[src/rtl/sensor_pkt_pkg.sv]
// Shared definitions for the sensor packet controller: packet geometry, byte offsets,
// controller state encoding and the decoded-field record.
package sensor_pkt_pkg;

    localparam int unsigned PACKET_SIZE = 16;
    localparam int unsigned PACKET_W    = PACKET_SIZE * 8;
    localparam logic [7:0]  HEADER_BYTE = 8'hAA;

    // Byte offsets within a packet (byte 0 is the header)
    localparam int unsigned HDR       = 0;
    localparam int unsigned ROLL_MSB  = 1;
    localparam int unsigned ROLL_LSB  = 2;
    localparam int unsigned PITCH_MSB = 3;
    localparam int unsigned PITCH_LSB = 4;
    localparam int unsigned YAW_MSB   = 5;
    localparam int unsigned YAW_LSB   = 6;
    localparam int unsigned GX_MSB    = 7;
    localparam int unsigned GX_LSB    = 8;
    localparam int unsigned GY_MSB    = 9;
    localparam int unsigned GY_LSB    = 10;
    localparam int unsigned GZ_MSB    = 11;
    localparam int unsigned GZ_LSB    = 12;
    localparam int unsigned FLAGS     = 13;
    localparam int unsigned CHK       = 15;

    typedef enum logic [1:0] {
        IDLE,
        CHECK,
        COMMIT
    } ctrl_state_t;

    typedef struct packed {
        logic signed [15:0] roll;
        logic signed [15:0] pitch;
        logic signed [15:0] yaw;
        logic signed [15:0] gyro_x;
        logic signed [15:0] gyro_y;
        logic signed [15:0] gyro_z;
        logic [7:0]         flags;
    } sensor_fields_t;

    // Packets travel flattened with byte 0 in the most significant position.
    function automatic logic [7:0] pkt_byte(input logic [PACKET_W-1:0] pkt,
                                            input int unsigned idx);
        return pkt[(PACKET_SIZE - 1 - idx) * 8 +: 8];
    endfunction

endpackage

[src/rtl/sat_counter.sv]
// Saturating up-counter: increments on inc, sticks at all-ones, never wraps.
// Ports: clk, reset (sync, active-high), inc (count enable), count (current value).
module sat_counter #(
    parameter int unsigned CNT_W = 16
) (
    input  logic             clk,
    input  logic             reset,
    input  logic             inc,
    output logic [CNT_W-1:0] count
);

    logic [CNT_W-1:0] count_q;

    always_ff @(posedge clk) begin
        if (reset) begin
            count_q <= '0;
        end else if (inc && (count_q != '1)) begin
            count_q <= count_q + 1'b1;
        end
    end

    assign count = count_q;

endmodule

[src/rtl/sensor_packet_ctrl.sv]
// Sensor packet controller: latches a captured 16-byte packet, validates header and optional
// XOR checksum, decodes signed attitude/gyro fields into a one-entry valid/ready output
// register, runs a link watchdog and keeps saturating statistics.
// Ports:
//   clk, reset            system clock, synchronous active-high reset
//   pkt_strobe, pkt_bytes new packet pulse; bytes flattened, byte 0 in bits [127:120]
//   out_valid, out_ready  output handshake
//   roll..gyro_z, flags   decoded fields of the presented packet
//   link_up, link_lost    link status and one-cycle loss pulse
//   *_count               saturating good/bad/drop/overrun statistics
module sensor_packet_ctrl #(
    parameter logic [7:0]  HEADER_BYTE    = sensor_pkt_pkg::HEADER_BYTE,
    parameter bit          CHECK_XOR      = 1'b0,
    parameter int unsigned TIMEOUT_CYCLES = 1_000_000,
    parameter int unsigned CNT_W          = 16
) (
    input  logic               clk,
    input  logic               reset,
    input  logic               pkt_strobe,
    input  logic [127:0]       pkt_bytes,
    output logic               out_valid,
    input  logic               out_ready,
    output logic signed [15:0] roll,
    output logic signed [15:0] pitch,
    output logic signed [15:0] yaw,
    output logic signed [15:0] gyro_x,
    output logic signed [15:0] gyro_y,
    output logic signed [15:0] gyro_z,
    output logic [7:0]         flags,
    output logic               link_up,
    output logic               link_lost,
    output logic [CNT_W-1:0]   good_count,
    output logic [CNT_W-1:0]   bad_count,
    output logic [CNT_W-1:0]   drop_count,
    output logic [CNT_W-1:0]   overrun_count
);

    import sensor_pkt_pkg::*;

    localparam int unsigned WD_W    = ($clog2(TIMEOUT_CYCLES) > 0) ? $clog2(TIMEOUT_CYCLES) : 1;
    localparam logic [WD_W-1:0] WD_LAST = WD_W'(TIMEOUT_CYCLES - 1);

    ctrl_state_t          state_q, state_d;
    logic [PACKET_W-1:0]  shadow_q;
    logic                 good_q, good_d;
    sensor_fields_t       dec_q, dec_d, dec_c;
    sensor_fields_t       out_q, out_d;
    logic                 out_valid_q, out_valid_d;
    logic                 link_up_q, link_up_d;
    logic                 link_lost_q, link_lost_d;
    logic [WD_W-1:0]      wd_q, wd_d;
    logic [7:0]           xor_c;
    logic                 commit_good, commit_bad, accept, timeout, overrun, drop;

    // Field decode and checksum straight off the shadow copy
    always_comb begin
        xor_c = '0;
        for (int unsigned i = 0; i < PACKET_SIZE - 1; i++) begin
            xor_c = xor_c ^ pkt_byte(shadow_q, i);
        end
        dec_c.roll   = {pkt_byte(shadow_q, ROLL_MSB),  pkt_byte(shadow_q, ROLL_LSB)};
        dec_c.pitch  = {pkt_byte(shadow_q, PITCH_MSB), pkt_byte(shadow_q, PITCH_LSB)};
        dec_c.yaw    = {pkt_byte(shadow_q, YAW_MSB),   pkt_byte(shadow_q, YAW_LSB)};
        dec_c.gyro_x = {pkt_byte(shadow_q, GX_MSB),    pkt_byte(shadow_q, GX_LSB)};
        dec_c.gyro_y = {pkt_byte(shadow_q, GY_MSB),    pkt_byte(shadow_q, GY_LSB)};
        dec_c.gyro_z = {pkt_byte(shadow_q, GZ_MSB),    pkt_byte(shadow_q, GZ_LSB)};
        dec_c.flags  = pkt_byte(shadow_q, FLAGS);
    end

    always_comb begin
        state_d = state_q;
        good_d  = good_q;
        dec_d   = dec_q;
        unique case (state_q)
            IDLE: begin
                if (pkt_strobe) state_d = CHECK;
            end
            CHECK: begin
                good_d  = (pkt_byte(shadow_q, HDR) == HEADER_BYTE) &&
                          (!CHECK_XOR || (pkt_byte(shadow_q, CHK) == xor_c));
                dec_d   = dec_c;
                state_d = COMMIT;
            end
            COMMIT: begin
                state_d = IDLE;
            end
            default: begin
                state_d = IDLE;
            end
        endcase
    end

    assign commit_good = (state_q == COMMIT) && good_q;
    assign commit_bad  = (state_q == COMMIT) && !good_q;
    assign accept      = out_valid_q && out_ready;
    // Only an un-consumed entry being overwritten counts as a drop
    assign drop        = commit_good && out_valid_q && !out_ready;
    assign overrun     = pkt_strobe && (state_q != IDLE);
    assign timeout     = link_up_q && (wd_q == WD_LAST);

    always_comb begin
        out_d       = out_q;
        out_valid_d = out_valid_q;
        if (commit_good) begin
            out_d       = dec_q;
            out_valid_d = 1'b1;
        end else if (accept) begin
            out_valid_d = 1'b0;
        end
    end

    // Watchdog: a good commit beats a coincident timeout
    always_comb begin
        link_up_d   = link_up_q;
        link_lost_d = 1'b0;
        wd_d        = wd_q;
        if (commit_good) begin
            link_up_d = 1'b1;
            wd_d      = '0;
        end else if (timeout) begin
            link_up_d   = 1'b0;
            link_lost_d = 1'b1;
            wd_d        = '0;
        end else if (link_up_q) begin
            wd_d = wd_q + 1'b1;
        end
    end

    always_ff @(posedge clk) begin
        if (reset) begin
            state_q     <= IDLE;
            shadow_q    <= '0;
            good_q      <= 1'b0;
            dec_q       <= '0;
            out_q       <= '0;
            out_valid_q <= 1'b0;
            link_up_q   <= 1'b0;
            link_lost_q <= 1'b0;
            wd_q        <= '0;
        end else begin
            state_q     <= state_d;
            good_q      <= good_d;
            dec_q       <= dec_d;
            out_q       <= out_d;
            out_valid_q <= out_valid_d;
            link_up_q   <= link_up_d;
            link_lost_q <= link_lost_d;
            wd_q        <= wd_d;
            if ((state_q == IDLE) && pkt_strobe) shadow_q <= pkt_bytes;
        end
    end

    sat_counter #(.CNT_W(CNT_W)) u_good_cnt (
        .clk(clk), .reset(reset), .inc(commit_good), .count(good_count)
    );
    sat_counter #(.CNT_W(CNT_W)) u_bad_cnt (
        .clk(clk), .reset(reset), .inc(commit_bad), .count(bad_count)
    );
    sat_counter #(.CNT_W(CNT_W)) u_drop_cnt (
        .clk(clk), .reset(reset), .inc(drop), .count(drop_count)
    );
    sat_counter #(.CNT_W(CNT_W)) u_overrun_cnt (
        .clk(clk), .reset(reset), .inc(overrun), .count(overrun_count)
    );

    assign out_valid = out_valid_q;
    assign roll      = out_q.roll;
    assign pitch     = out_q.pitch;
    assign yaw       = out_q.yaw;
    assign gyro_x    = out_q.gyro_x;
    assign gyro_y    = out_q.gyro_y;
    assign gyro_z    = out_q.gyro_z;
    assign flags     = out_q.flags;
    assign link_up   = link_up_q;
    assign link_lost = link_lost_q;

endmodule

[config.mk]
export PLATFORM = sky130hd
export DESIGN_NAME = sensor_packet_ctrl
export DESIGN_NICKNAME = d
export VERILOG_FILES = /design/src/rtl/sensor_pkt_pkg.sv /design/src/rtl/sat_counter.sv /design/src/rtl/sensor_packet_ctrl.sv
export SDC_FILE = /design/constraint.sdc
export NUM_CORES = 1
export LEC_CHECK = 0
export ABC_AREA = 1
export CORE_MARGIN = 5
export CORE_UTILIZATION = 52
export DETAILED_ROUTE_END_ITERATION = 12
export GPL_ROUTABILITY_DRIVEN = 0
export GPL_TIMING_DRIVEN = 0
export PLACE_DENSITY = 0.8
export SLEW_MARGIN = 40
export SYNTH_ARGS = -nofsm -noshare
export SYNTH_HDL_FRONTEND = slang
export SYNTH_SLANG_ARGS = --single-unit
[constraint.sdc]
create_clock -name clk -period 1.9 [get_ports clk]
set_input_delay 0.19 -clock clk [delete_from_list [all_inputs] [get_ports clk]]
set_output_delay 0.19 -clock clk [all_outputs]
set_load 0.02 [all_outputs]
# Word-level counts from Yosys, hierarchy flattened
# Index checks and enable logic that the tools add are counted.
# Widths: inputs -> output; s select.
[word_totals] regBits=426 latchBits=0 mem_bits_rw=0 mem_bits_ro=0 inputBits=132 wordCells=66 n_memories=0
[classes] n_addsub=5 n_mul=0 div=0 magnitude_cmp=0 n_eq_ne=9 shifts=0 n_mux=7 n_bitwise=0 reduce_logical=20
[op_table] op="$add 16x1->16 const B" count=4
[op_table] op="$ne 16x16->1 const B" count=4
[op_table] op="$add 20x1->20 const B" count=1
[op_table] op="$eq 20x20->1 const B" count=1
[op_table] op="$logic_and 1x1->1" count=12
[op_table] op="$eq 8x8->1 const B" count=1
[op_table] op="$reduce_bool 2->1" count=3
[op_table] op="$mux 1" count=5
[op_table] op="$pmux 2 s2" count=1
[op_table] op="$reduce_or 3->1" count=1
[op_table] op="$eq 2x1->1 const B" count=1
[op_table] op="$eq 2x2->1 const B" count=1
[op_table] op="$logic_not 1->1" count=2
[op_table] op="$logic_not 2->1" count=1
[op_table] op="$mux 2" count=1
[op_table] op="$ne 2x2->1 const B" count=1
[op_table] op="$reduce_or 2->1" count=1

# Logic depth before layout (Yosys ltp)
[logic_depth] depth_word=5 ltp_mapped=10 mapped_depth_nobuf=10

# By module
# A second synthesis with hierarchy kept.
[hier_totals] cells_unflattened=2199 area_unflattened_um2=15966.6
[modules_own_cells] mod="sensor_packet_ctrl" instances=1 cells_each=1603 area_per_inst_um2=12248.0 seq_area_each_um2=6926.6
[modules_own_cells] mod="sat_counter" instances=4 cells_each=149 area_per_inst_um2=929.6 seq_area_each_um2=320.3

# Worst setup path before layout
# Ideal clock, no wire load.
[synth_path] kind="register -> register" from="register u_bad_cnt.count_q[0] (netlist: u_bad_cnt.count[0])" to="register u_bad_cnt.count_q[1] (netlist: u_bad_cnt.count[1])" t_arrival_ns=1.547 required_time_ns=1.784 setup_slack_ns=0.238 stages_incl_launch_ff=10 period_less_slack_ns=1.662 path_cell_list="dfxtp_1 ha_1 nand2_1 nor2_1 nand2_1 nor2_1 nor2_2 buf_4 nor2_1 nor2_1"
[synth_between] elab_chain_len=2 elab_cells_between_ends=3 classes_between="1 x add/sub; 1 x eq/ne; 1 x reduce/logical"
[synth_lines] item="start, declared" line_no="sat_counter.sv:12" source="logic [CNT_W-1:0] count_q;"
[synth_lines] item="start signal, assigned" line_no="sat_counter.sv:18" source="count_q <= count_q + 1'b1;"
[synth_lines] item="branches (longest 2 deep; another with $add 16x1->16)"
# Several ways; the timed one is not identified.
# A chain may end at the register's enable or synchronous reset.

# Worst setup path in the final report
[layout_path] from="register u_good_cnt.count_q[9] (netlist: u_good_cnt.count[9])" to="output port good_count[9]"
[layout_rtl] item="start, declared" line_no="sat_counter.sv:12"
[layout_rtl] item="start signal, assigned" line_no="sat_counter.sv:18"
[layout_rtl] item="end, declared" line_no="sensor_packet_ctrl.sv:32" source="output logic [CNT_W-1:0] good_count,"
# No word-level cell between the ends.

==> flow_summary.yaml <==
yosys:
  avgSynthCellArea_um2: 7.342
  synth_most_common_cell: "nor2_1"
  synthDistinctLibCells: 33
  synth_area_leader_cell: "dfxtp_1"
  netlist_instances: 2172
  seq_area_frac_synth: 0.5147
  ys_async_sr_fraction: 0
  synth_edf_count: 0
  synth_top_cell_area_share: 0.5147
  yosysWarnings: 0
  synth_fp_nets: 2309
  netlist_area_um2: 15950
  synth_ff_type: "dfxtp_1"
  synth-seq-cells: 410
  synth_commonest_cells: "nor2_1 (569), nand2_1 (447), dfxtp_1 (410)"
  netlist_top_cells_area: "dfxtp_1 (51%), nor2_1 (13%), nand2_1 (11%), o21ai_0 (6.8%), a21oi_1 (4.8%)"
clock_network:
  cts_buffer_depth: 3
  cts_sinks: 410
  cts-buffers-inserted: 41
  post-cts-setup-buffers: 0
  clock_latency_ns: 0.53
  postCtsHoldBufs: 0
  cts_root_buffer: "clkbuf_16"
  cts_tree: "yes"
  path_clk_slew_ns: 0.06
  htreeDepth: 2
cells_and_area:
  final_cell_area_um2: 20800
  layout.nets: 2637
  drive_above_1_share: 0.06517
  syn_to_final_growth_pct: 30.45
  reg.largest.list: "shadow_q: 112 flops, dec_q: 104 flops, wd_q: 20 flops"
  regMostFlops: "shadow_q"
  fill_cells: 2490
  largest_reg_flops: 112
timing:
  slew_headroom: 0.5313
  setup_ws_ns: 0.06026
  timing.fmax_mhz: 543.6
  slew_viol_final: 0
  fin_crit_ns: 1.840
  final-hold-violation-count: 0
  finalSetupViolations: 0
  fin_skew_ns: 0.01261
  final.period_utilization: 0.9683
  worst_slew_pin_slew_ns: 0.7031
job:
  maxCapViolCount: 0
setup_path:
  r2r-start: "u_overrun_cnt.count[1]"
  path_buf_inv: 1
  worst-r2r-setup-slack_ns: 0.13
  critPathMaxFanout: 6
  end_kind: "output pin"
  critPathArrivalTime_ns: 1.65
  cp_data_required_time_ns: 1.71
  r2r_cells: 10
  worstPathCellList: "clkdlybuf4s50_1"
  critical_path_class: "flop to output pin"
  max_stage_delay_ns: 0.69
  crit_family: "buffers and inverters"
  start_kind: "flop"
  r2r_end: "u_overrun_cnt.count[9]"
  slowest_stage: "clkdlybuf4s50_1"
  endpoint: "good_count[9]"
  cp_num_cells: 1
  setup.worst_path.start: "u_good_cnt.count[9]"
drt:
  vias: 15490
  wl_per_cell_um: 16.14
  avgViaCountPerCell: 5.281
  antenna_left: 0
  drt_iter0_drc: 1196
  wl_um: 47340
  dr.pass1.iters: 6
  post-route-drc-count: 0
placed_design:
  pre_cts_ws_ns: -0.2073
  postPlaceCellArea_um2: 19300
  hpwl_um: 34070
  port_buffers: 285
floorplan:
  rows: 64
  dieHeight_um: 185.1
  die_x_um: 185.1
  fp.dieArea_um2: 34270
  start_util: 0.5241
  io_pins: 303
  design.core.area_um2: 30430
power:
  peakVddDrop_v: 0.0006405
  p_leak_nw: 7.949
  p_per_area_nw_per_um2: 909.8
grt:
  grt_pass1_wl_um: 74480
  grt-ovfl-total: 0
  globalRouteTotalUtil: 0.2666
  grt_pass1_vias: 14760
  antenna_found_initial: 6
  grt_max_degree: 15
outcome:
  status: "finished, final reports clean"
hold_path:
  hold_depth: 2
  hold_class: "primary input to flop"
-- area by class of cell --
cell class,instances,area (um2),area share
well taps,396,495.5,0.02382
flip-flops and latches,410,8213,0.3948
inverters,78,296.5,0.01425
repair buffers,285,2855,0.1373
clock buffers,62,1297,0.06237
plain buffers,120,586.8,0.02821
diodes,5,12.51,0.0006015
clock inverters,13,148.9,0.007157
multi-input cells,1564,6897,0.3315
-- logic make-up (layout without fill, tap and decap cells) --
| logic type | Yosys count | after routing | share of synthesized area |
|---|---|---|---|
| other | 0 | 5 | 0 |
| DFF | 410 | 410 | 0.5147 |
| and+or+nand+nor | 1128 | 1128 | 0.2803 |
| AOI/OAI and AO/OA | 394 | 394 | 0.1262 |
| xor gates and xnor gates | 37 | 37 | 0.02032 |
| adders and majority gates | 5 | 5 | 0.003923 |
| buffers and inverters | 198 | 558 | 0.05453 |
-- placed cells by master, fill, tap and decap left out, drive strengths merged --
cell,instances
nor4,2
o21ai,229
xnor2,14
dlymetal6s2s,1
clkbuf,137
buf,45
clkinv,9
dfxtp,410
clkdlybuf4s50,284
nand3,53
nor2,576
nand4,32
diode,5
nand3b,1
nor3,4
o31ai,1
a31oi,1
or2,1
a21oi,163
clkinvlp,2
xor2,23
ha,5
inv,77
bufinv,3
nand2,459
-- through the flow --
stage                     hold WS (ns)  total power, W    util  setup TNS (ns)  std cells
after detailed placement        0.4499         0.01060  0.6341          -10.91       2853
after global placement          0.4401         0.01055  0.6341          -14.53       2853
after global routing            0.1483         0.01958  0.6836        -0.03038       2933
after floorplan                 0.3541         0.01001       -               0       2172
after CTS                       0.1219         0.01898  0.6817        -0.01852       2928
final                           0.1446         0.01893  0.6836               0       2933
-- what timing repair did --
item / 4_1_cts / 5_1_grt
resized for setup: 0 / 25
pin swaps: 0 / 0
setup endpoints to repair: 3 / 125
-- power by group --
part / internal [W] / switching, W
Combinational: 0.000513 / 0.000774
Sequential: 0.00897 / 0.000193
Clock: 0.00513 / 0.00335
-- layer usage --
layer | routed length [um] | global-route usage | up-vias
li1 | - | - | 7618
met1 | 19770 | 0.3449 | 7141
met2 | 21980 | 0.4373 | 602
met3 | 3462 | 0.04949 | 126
met4 | 2113 | 0.1174 | 2
met5 | 11 | 0 | -
-- worst min path at each step --
stage	slack [ns]	end	startpoint
final	0.14	state_q[1]	reset
after floorplan	0.35	shadow_q[36]	pkt_bytes[36]
after global placement	0.44	shadow_q[125]	shadow_q[125]
after global routing	0.15	state_q[1]	reset
after CTS	0.12	state_q[1]	reset
after detailed placement	0.45	roll[0]	dec_q[88]
No activity file was read; power rests on OpenSTA's default activity.
